File: src/rtl/snake_pkg.sv
// Shared snake constants and segment-store FSM encoding.
// Also consumed by the game FSM for the spawn cell.
package snake_pkg;

  localparam int DEF_COORD_BITS  = 7;
  localparam int DEF_LENGTH_BITS = 7;
  localparam int DEF_MAX_LENGTH  = 100;
  localparam int DEF_INIT_LENGTH = 3;
  localparam int SNAKE_INIT_X    = 40;
  localparam int SNAKE_INIT_Y    = 30;

  typedef enum logic [1:0] {
    ST_IDLE   = 2'd0,
    ST_SCAN   = 2'd1,
    ST_COMMIT = 2'd2
  } seg_state_t;

endpackage

File: src/rtl/snake_segment_ram.sv
// Segment storage: one write port, registered read port, and a
// combinational scan port present only with SNAKE_SEGMENT_COLLISION_EN.
module snake_segment_ram #(
  parameter int CB          = 7,
  parameter int LB          = 7,
  parameter int INIT_LENGTH = 3,
  parameter int INIT_X      = 40,
  parameter int INIT_Y      = 30
) (
  input  logic          clk_i,
  input  logic          init_i,
  input  logic          we_i,
  input  logic [LB-1:0] waddr_i,
  input  logic [2*CB-1:0] wdata_i,
  input  logic [LB-1:0] raddr_i,
  output logic [2*CB-1:0] rdata_o
`ifdef SNAKE_SEGMENT_COLLISION_EN
  ,
  input  logic [LB-1:0] saddr_i,
  output logic [2*CB-1:0] sdata_o
`endif
);

  localparam int DEPTH = 2 ** LB;

  logic [2*CB-1:0] mem_q [DEPTH];
  logic [2*CB-1:0] rdata_q;

  // Spawn body lies left of the head on one row, tail at entry 0.
  function automatic logic [2*CB-1:0] seed(int k);
    if (k < INIT_LENGTH)
      return {CB'(INIT_X - (INIT_LENGTH - 1 - k)), CB'(INIT_Y)};
    return '0;
  endfunction

  always_ff @(posedge clk_i) begin
    if (init_i) begin
      for (int k = 0; k < DEPTH; k++)
        mem_q[k] <= seed(k);
    end else if (we_i) begin
      mem_q[waddr_i] <= wdata_i;
    end
  end

  always_ff @(posedge clk_i) begin
    rdata_q <= mem_q[raddr_i];
  end

  assign rdata_o = rdata_q;

`ifdef SNAKE_SEGMENT_COLLISION_EN
  assign sdata_o = mem_q[saddr_i];
`endif

endmodule

File: src/rtl/snake_segment_store.sv
// Snake body ring buffer with step/grow commit and read port.
// SNAKE_SEGMENT_COLLISION_EN adds the self-collision scan and hit pulse.
module snake_segment_store
  import snake_pkg::*;
#(
  parameter int COORD_BITS  = DEF_COORD_BITS,
  parameter int LENGTH_BITS = DEF_LENGTH_BITS,
  parameter int MAX_LENGTH  = DEF_MAX_LENGTH,
  parameter int INIT_LENGTH = DEF_INIT_LENGTH,
  parameter int INIT_X      = SNAKE_INIT_X,
  parameter int INIT_Y      = SNAKE_INIT_Y
) (
  input  logic                   clock_25,
  input  logic                   reset,
  input  logic                   sync_reset,
  input  logic                   step,
  input  logic                   grow,
  input  logic [COORD_BITS-1:0]  head_x,
  input  logic [COORD_BITS-1:0]  head_y,
  input  logic [LENGTH_BITS-1:0] rd_index,
  output logic [COORD_BITS-1:0]  rd_x,
  output logic [COORD_BITS-1:0]  rd_y,
  output logic                   rd_valid,
  output logic [LENGTH_BITS-1:0] snake_length,
  output logic                   full,
  output logic                   busy,
  output logic                   hit,
  output logic                   overrun
);

  typedef logic [LENGTH_BITS-1:0] len_t;

  localparam len_t MAX_L  = len_t'(MAX_LENGTH);
  localparam len_t INIT_L = len_t'(INIT_LENGTH);

  seg_state_t            state_q;
  len_t                  head_ptr_q;
  len_t                  len_q;
  logic [COORD_BITS-1:0] lat_x_q;
  logic [COORD_BITS-1:0] lat_y_q;
  logic                  eff_grow_q;
  logic                  busy_q;
  logic                  overrun_q;
  logic                  rd_valid_q;

  logic                    init;
  len_t                    ptr_d;
  len_t                    len_d;
  len_t                    rd_addr;
  logic                    commit_we;
  logic [2*COORD_BITS-1:0] rdata;

  // Segment i sits at (ptr - i) mod MAX_LENGTH.
  function automatic len_t ring_idx(len_t ptr, len_t i);
    logic [LENGTH_BITS:0] s;
    s = {1'b0, ptr} + {1'b0, MAX_L} - {1'b0, i};
    if (s >= {1'b0, MAX_L})
      s = s - {1'b0, MAX_L};
    return s[LENGTH_BITS-1:0];
  endfunction

  assign init    = ~reset | sync_reset;
  assign ptr_d   = (head_ptr_q == MAX_L - len_t'(1))
                 ? '0 : head_ptr_q + len_t'(1);
  assign len_d   = len_q + len_t'(eff_grow_q);
  assign rd_addr = ring_idx(head_ptr_q, rd_index);

`ifdef SNAKE_SEGMENT_COLLISION_EN
  len_t                    scan_q;
  len_t                    scan_last;
  len_t                    scan_addr;
  logic                    hit_q;
  logic                    scan_match;
  logic [2*COORD_BITS-1:0] sdata;

  // A vacating tail cannot be hit, so it is left out of the scan.
  assign scan_last  = eff_grow_q ? len_q - len_t'(1)
                                 : len_q - len_t'(2);
  assign scan_addr  = ring_idx(head_ptr_q, scan_q);
  assign scan_match = (sdata == {lat_x_q, lat_y_q});
  assign commit_we  = (state_q == ST_COMMIT) & ~hit_q;
  assign hit        = hit_q;
`else
  assign commit_we  = (state_q == ST_COMMIT);
  assign hit        = 1'b0;
`endif

  always_ff @(posedge clock_25) begin
    if (init) begin
      state_q    <= ST_IDLE;
      head_ptr_q <= INIT_L - len_t'(1);
      len_q      <= INIT_L;
      lat_x_q    <= '0;
      lat_y_q    <= '0;
      eff_grow_q <= 1'b0;
      busy_q     <= 1'b0;
      overrun_q  <= 1'b0;
`ifdef SNAKE_SEGMENT_COLLISION_EN
      hit_q      <= 1'b0;
      scan_q     <= '0;
`endif
    end else begin
      if (step && state_q != ST_IDLE)
        overrun_q <= 1'b1;
      unique case (state_q)
        ST_IDLE: begin
          if (step) begin
            lat_x_q    <= head_x;
            lat_y_q    <= head_y;
            eff_grow_q <= grow & ~full;
            busy_q     <= 1'b1;
`ifdef SNAKE_SEGMENT_COLLISION_EN
            scan_q     <= '0;
            state_q    <= ST_SCAN;
`else
            state_q    <= ST_COMMIT;
`endif
          end
        end
`ifdef SNAKE_SEGMENT_COLLISION_EN
        ST_SCAN: begin
          if (scan_match) begin
            hit_q   <= 1'b1;
            state_q <= ST_COMMIT;
          end else if (scan_q == scan_last) begin
            state_q <= ST_COMMIT;
          end else begin
            scan_q  <= scan_q + len_t'(1);
          end
        end
`endif
        ST_COMMIT: begin
          busy_q  <= 1'b0;
          state_q <= ST_IDLE;
`ifdef SNAKE_SEGMENT_COLLISION_EN
          hit_q   <= 1'b0;
`endif
          if (commit_we) begin
            head_ptr_q <= ptr_d;
            len_q      <= len_d;
          end
        end
        default: state_q <= ST_IDLE;
      endcase
    end
  end

  always_ff @(posedge clock_25) begin
    if (init)
      rd_valid_q <= 1'b0;
    else
      rd_valid_q <= (rd_index < len_q);
  end

  snake_segment_ram #(
    .CB          (COORD_BITS),
    .LB          (LENGTH_BITS),
    .INIT_LENGTH (INIT_LENGTH),
    .INIT_X      (INIT_X),
    .INIT_Y      (INIT_Y)
  ) u_ram (
    .clk_i   (clock_25),
    .init_i  (init),
    .we_i    (commit_we),
    .waddr_i (ptr_d),
    .wdata_i ({lat_x_q, lat_y_q}),
    .raddr_i (rd_addr),
    .rdata_o (rdata)
`ifdef SNAKE_SEGMENT_COLLISION_EN
    ,
    .saddr_i (scan_addr),
    .sdata_o (sdata)
`endif
  );

  assign rd_x = rd_valid_q ? rdata[2*COORD_BITS-1:COORD_BITS] : '0;
  assign rd_y = rd_valid_q ? rdata[COORD_BITS-1:0] : '0;

  assign rd_valid     = rd_valid_q;
  assign snake_length = len_q;
  assign full         = (len_q == MAX_L);
  assign busy         = busy_q;
  assign overrun      = overrun_q;

endmodule

File: config.mk
export PLATFORM = sky130hd
export DESIGN_NAME = snake_segment_store
export DESIGN_NICKNAME = d
export VERILOG_FILES = /design/src/rtl/snake_pkg.sv /design/src/rtl/snake_segment_ram.sv /design/src/rtl/snake_segment_store.sv
export SDC_FILE = /design/constraint.sdc
export NUM_CORES = 2
export LEC_CHECK = 0
export ABC_AREA = 1
export CELL_PAD_IN_SITES_DETAIL_PLACEMENT = 1
export CELL_PAD_IN_SITES_GLOBAL_PLACEMENT = 1
export CORE_ASPECT_RATIO = 1.1
export CORE_UTILIZATION = 39
export DETAILED_ROUTE_END_ITERATION = 10
export GPL_ROUTABILITY_DRIVEN = 0
export PLACE_DENSITY_LB_ADDON = 0.1
export SYNTH_ARGS = -nofsm -noshare
export SYNTH_HDL_FRONTEND = slang
export SYNTH_SLANG_ARGS = --single-unit
File: constraint.sdc
create_clock -name clock_25 -period 7.1 [get_ports clock_25]
set_input_delay 1.775 -clock clock_25 [delete_from_list [all_inputs] [get_ports clock_25]]
set_output_delay 1.775 -clock clock_25 [all_outputs]
set_load 0.05 [all_outputs]
# Word level (Yosys, flattened, before mapping)
# Memories as Yosys holds them, arrays and structs flattened. A register that Yosys moved wholly into a read port is not among the register bits.
# Index checks and enable logic that the tools add are counted.
# Widths: inputs -> output; s select.
[totals]
regBits = 33
ramBits = 1792
in_bits = 26
out_inout_bits = 26
elab_cells = 53
n_memories = 1
[mem_list]
columns = ["name", "depth", "word_bits", "rd", "rd_ports_with_merged_regs", "wr", "line_no", "text"]
rows = [
  ["u_ram.mem_q", 128, 14, 1, 1, 128, "snake_segment_ram.sv:26", "logic [2*CB-1:0] mem_q [DEPTH];"],
]
[classes]
n_addsub = 5
magnitude_cmp = 2
eq_ne = 3
n_mux = 21
n_bitwise = 5
reduce_logical = 7
[ops]
columns = ["operator", "n"]
rows = [
  ["$mux 14", 4],
  ["$mux 13", 3],
  ["$mux 7", 5],
  ["$eq 7x7->1 const B", 2],
  ["$reduce_or 14->1", 1],
  ["$add 7x7->8 const B", 1],
  ["$ge 8x7->1 const B", 1],
  ["$mux 1", 8],
  ["$sub 8x7->8", 1],
  ["$add 7x1->7", 1],
  ["$add 7x1->7 const B", 1],
  ["$lt 7x7->1", 1],
  ["$sub 7x7->7 const B", 1],
  ["$reduce_and 2->1", 2],
  ["$not 1->1", 3],
  ["$logic_not 2->1", 1],
  ["$ne 2x2->1 const B", 1],
  ["$pmux 1 s2", 1],
  ["$reduce_bool 2->1", 1],
  ["$reduce_or 2->1", 1],
  ["$and 1x1->1", 1],
  ["$logic_and 1x1->1", 1],
  ["$or 1x1->1", 1],
]

# Longest topological paths before layout
[logic_depth]
word_depth = 6
mapped_depth = 25
mapped_depth_nobuf = 23

# By module
# Synthesis repeated with hierarchy kept, for this count alone.
[unflattened]
cells_unflattened = 8695
hier_area_um2 = 83382.5
[modules_own_cells]
columns = ["module", "n_inst", "cells_per_inst", "area_each_um2", "seq_area_each_um2"]
rows = [
  ["snake_segment_ram", 1, 8376, 81245.4, 54091.9],
  ["snake_segment_store", 1, 319, 2137.0, 660.6],
]

# Worst setup path before layout
# OpenSTA, ideal clock, no wires.
[synth_path]
path_kind = "input-to-reg"
from = "input rd_index[1]"
to = "register u_ram.rdata_q[5], in the netlist u_ram.rdata_o[5], read port of u_ram.mem_q"
setup_time_ps = 113
arrival_ps = 4629
required_time_ps = 6987
path_slack_ps = 2358
path_stages = 22
n_path_buf = 2
cell_sequence = "inv_1 -> ha_1 -> ha_1 -> fa_1 -> xor2_1 -> inv_1 -> ha_1 -> nor3b_1 -> nand2_1 -> nand2_1 -> nand2_1 -> nand3_1 -> nand2_2 -> buf_4 -> buf_2 -> nand2_1 -> nand3_1 -> nand3_1 -> nand3_1 -> nand2_1 -> nand2_1 -> nand2_1"
[synth_between]
elab_chain_len = 3
word_cells_on_any_way = 4
classes_between = "add/sub: 2; order compare: 1; mux: 1"
[synth_rtl]
columns = ["item", "line_no", "text"]
rows = [
  ["from (decl)", "snake_segment_store.sv:20", "input logic [LENGTH_BITS-1:0] rd_index,"],
  ["$sub 8x7->8 (*)", "snake_segment_store.sv:56", "s = {1'b0, ptr} + {1'b0, MAX_L} - {1'b0, i};"],
  ["$sub 7x7->7 / $ge 8x7->1 (equally long branches)", "snake_segment_store.sv:58, snake_segment_store.sv:57", ""],
  ["$mux 7 (*)", "snake_segment_store.sv:57", "if (s >= {1'b0, MAX_L})"],
  ["to (decl)", "snake_segment_ram.sv:27", "logic [2*CB-1:0] rdata_q;"],
]
# Every way passes the cells marked *; elsewhere a longest branch is shown, timed or not.
# A chain may end at the register's enable or synchronous reset.

# Final worst setup path
[layout_path]
from = "input rd_index[1]"
to = "register u_ram.rdata_q[2], in the netlist u_ram.rdata_o[2], read port of u_ram.mem_q"
# The elaborated chain is that of the path after synthesis.

==> metrics.txt <==
outcome=completed; Synth cell types=34; minimum clock period=6080 ps; CP required=7830 ps; Pwr Density=293 nW/µm²; sequential cell area fraction in the yosys report=0.661; Initial DRT Pass Iterations=5; CP bufs+invs=4; die height=485 µm; Hold Buf Count CTS=0; Setup crit end kind=flop; Hold Path Cell Cnt=2; Via density=5.72; largest net degree at the start of global routing=155; peak supply drop=0.191 mV; clk_lat worst skew=860 ps; Max FO, Critical Path=41; critical path's top delay family=simple AND/OR/NAND/NOR gates; Placed Cells=10,400; Syn Area/Cell=10.2 µm²; clk sinks=1,839; Clock transition at path regs=60 ps; Most Frequent Cell on Critical Path=nand2_1; Ys Warns=0; Final period util=0.856; antenna violations before repair=7; CTS Buf Count=200; Initial Util=0.392; Rel. slew slack=0.227; DRT Wirelength=295 mm; gr ovfl total=0; Layout Skew=34.6 ps; chip width=441 µm; Sum Neg Setup Slack=0 ps; top-level port count=52; Iteration-0 DRC Markers=5,141; H-tree levels=4; commonest non-fill, non-tap cells in the layout=nand2_1, nor2_1, edfxtp_1; CTS max path bufs=3; Post-CTS Setup Inserts=0; Yosys reg bits=1,839; Final Max Tran Viols=0; crit path cell chain=clkdlybuf4s50_1 -> inv_1 -> ha_1 -> ha_4 -> fa_1 -> xor2_1 -> inv_1 -> ha_1 -> nand3_1 -> nand2_1 -> nand2_1 -> nand2_1 -> nand2_2 -> nand2_2 -> nand2_8 -> buf_12 -> nand2_1 -> nand3_1 -> nand3_1 -> nand3_1 -> nand2_1 -> nand2_1 -> nand2_1; Synth Cell Area=82,900 µm²; syn_nets=8,156; fmax=165 MHz; Critical Path AT=6810 ps; DRC Markers=0; Worst Hold Class=reg -> reg; CTS tree=built; Final ANT Viol Nets=0; final setup fails=0; RSZ-0062 raised after global routing=false; # fillers=23,000; commonest non-fill, non-tap cell in the layout=nand2_1; post-route insts no fill=10,700; root buf cell=clkbuf_16; leakage=32.3 nW; Reg2Reg Depth=21; PortBufs=50; Vias=61,400; worst setup path category=in -> reg; die footprint=214,000 µm²; Syn Inst Count=8,105; async set-or-reset flop fraction in the synthesized netlist=0; slowest cell delay on critical path=570 ps; final hold vios=0; Final HPWL DP=177 mm; area grow syn2layout=11.5%; WP depth=23; Post-synth EDFFs=1,792; Worst setup SP type=input pin; Max Cap Viol=0; first-pass GRT wire length=430 mm; share of cells above drive strength 1=0.0651; post_cts resized=0; number of global-route vias before repair=61,900; num rows=177; Core Box Area=211,000 µm²; GRT Resource Usage Total=0.273; Final #Nets=7,853; Main synth FF type=edfxtp_1; worst slew pin tran=1160 ps; Worst path slowest cell=xor2_1; Routed wire per std cell=27.5 µm
-- metrics by stage --
step           hold WS [ps]   util  area [µm²]  setup slack [ps]  power [mW]
2_1_floorplan           488      -       82900              2360        15.0
3_3_place_gp            459  0.407       85900               342        16.7
3_5_place_dp            468  0.407       85900               241        16.8
4_1_cts                 476  0.437       92400              1160        27.2
5_1_grt                 514  0.437       92400               897        27.8
6_report                474  0.437       92400              1020        27.0
-- sequential cells by signal, summed over array words and instances (netlist names), 7 cells and up --
signal,count
head_ptr_q,7
lat_x_q,7
lat_y_q,7
snake_length,7
u_ram.mem_q,1792
u_ram.rdata_o,14
-- report_power, final --
group	switching, mW	total, mW	internal [mW]
logic	3.05	4.10	1.05
clock network	4.53	10.5	5.92
registers	0.138	12.5	12.3
total	7.72	27.0	19.3
-- final timing paths --
kind	start	endpoint	slack [ps]
setup / recovery	rd_index[1]	u_ram.rdata_o[2]	1020
hold / removal	busy	busy	470
setup reg to reg	head_ptr_q[1]	u_ram.rdata_o[2]	2110
hold reg to reg	busy	busy	470
-- metal layers --
metal | vias up | GRT usage | part of all wire
li1 | 27400 | - | -
met1 | 32100 | 0.370 | 0.44
met2 | 1472 | 0.453 | 0.49
met3 | 406 | 0.0292 | 0.043
met4 | 6 | 0.0938 | 0.034
met5 | - | 0 | 0.00014
-- tightest hold or removal path, stage by stage (launching register included) --
cell and delay, ps:
dfxtp_1 310, nor2_1 80, nor2_1 50
-- synth_stat cells (21+ instances only) --
cell type / n / area, µm²
nand2_1: 2106 / 7910
nor2_1: 1815 / 6810
edfxtp_1: 1792 / 53800
clkbuf_1: 617 / 2320
nand3_1: 505 / 2530
a21oi_1: 476 / 2380
a32o_1: 448 / 4480
buf_2: 92 / 460
inv_1: 77 / 289
dfxtp_1: 47 / 941
ha_1: 24 / 300
buf_1: 21 / 78.8
-- kinds of logic after synthesis --
group,synth area share
other,0.0000453
AO/OA/AOI/OAI,0.0848
buffers and inverters,0.0400
AND/OR/NAND/NOR,0.210
flip-flops,0.661
XOR/XNOR,0.000528
adder cells (fa/ha/maj),0.00387
-- layout make-up --
class / instances / area (µm²) / share of cell area
diodes: 2 / 5.00 / 0.0000542
flip-flops and latches: 1839 / 54800 / 0.593
clock buffers: 242 / 5300 / 0.0573
clock inverters: 125 / 1160 / 0.0126
inverters: 84 / 393 / 0.00425
multi-input cells: 5433 / 25000 / 0.270
repair buffers: 244 / 2330 / 0.0252
well taps: 2774 / 3470 / 0.0376
Note: power is estimated with default switching activity, not from simulation.
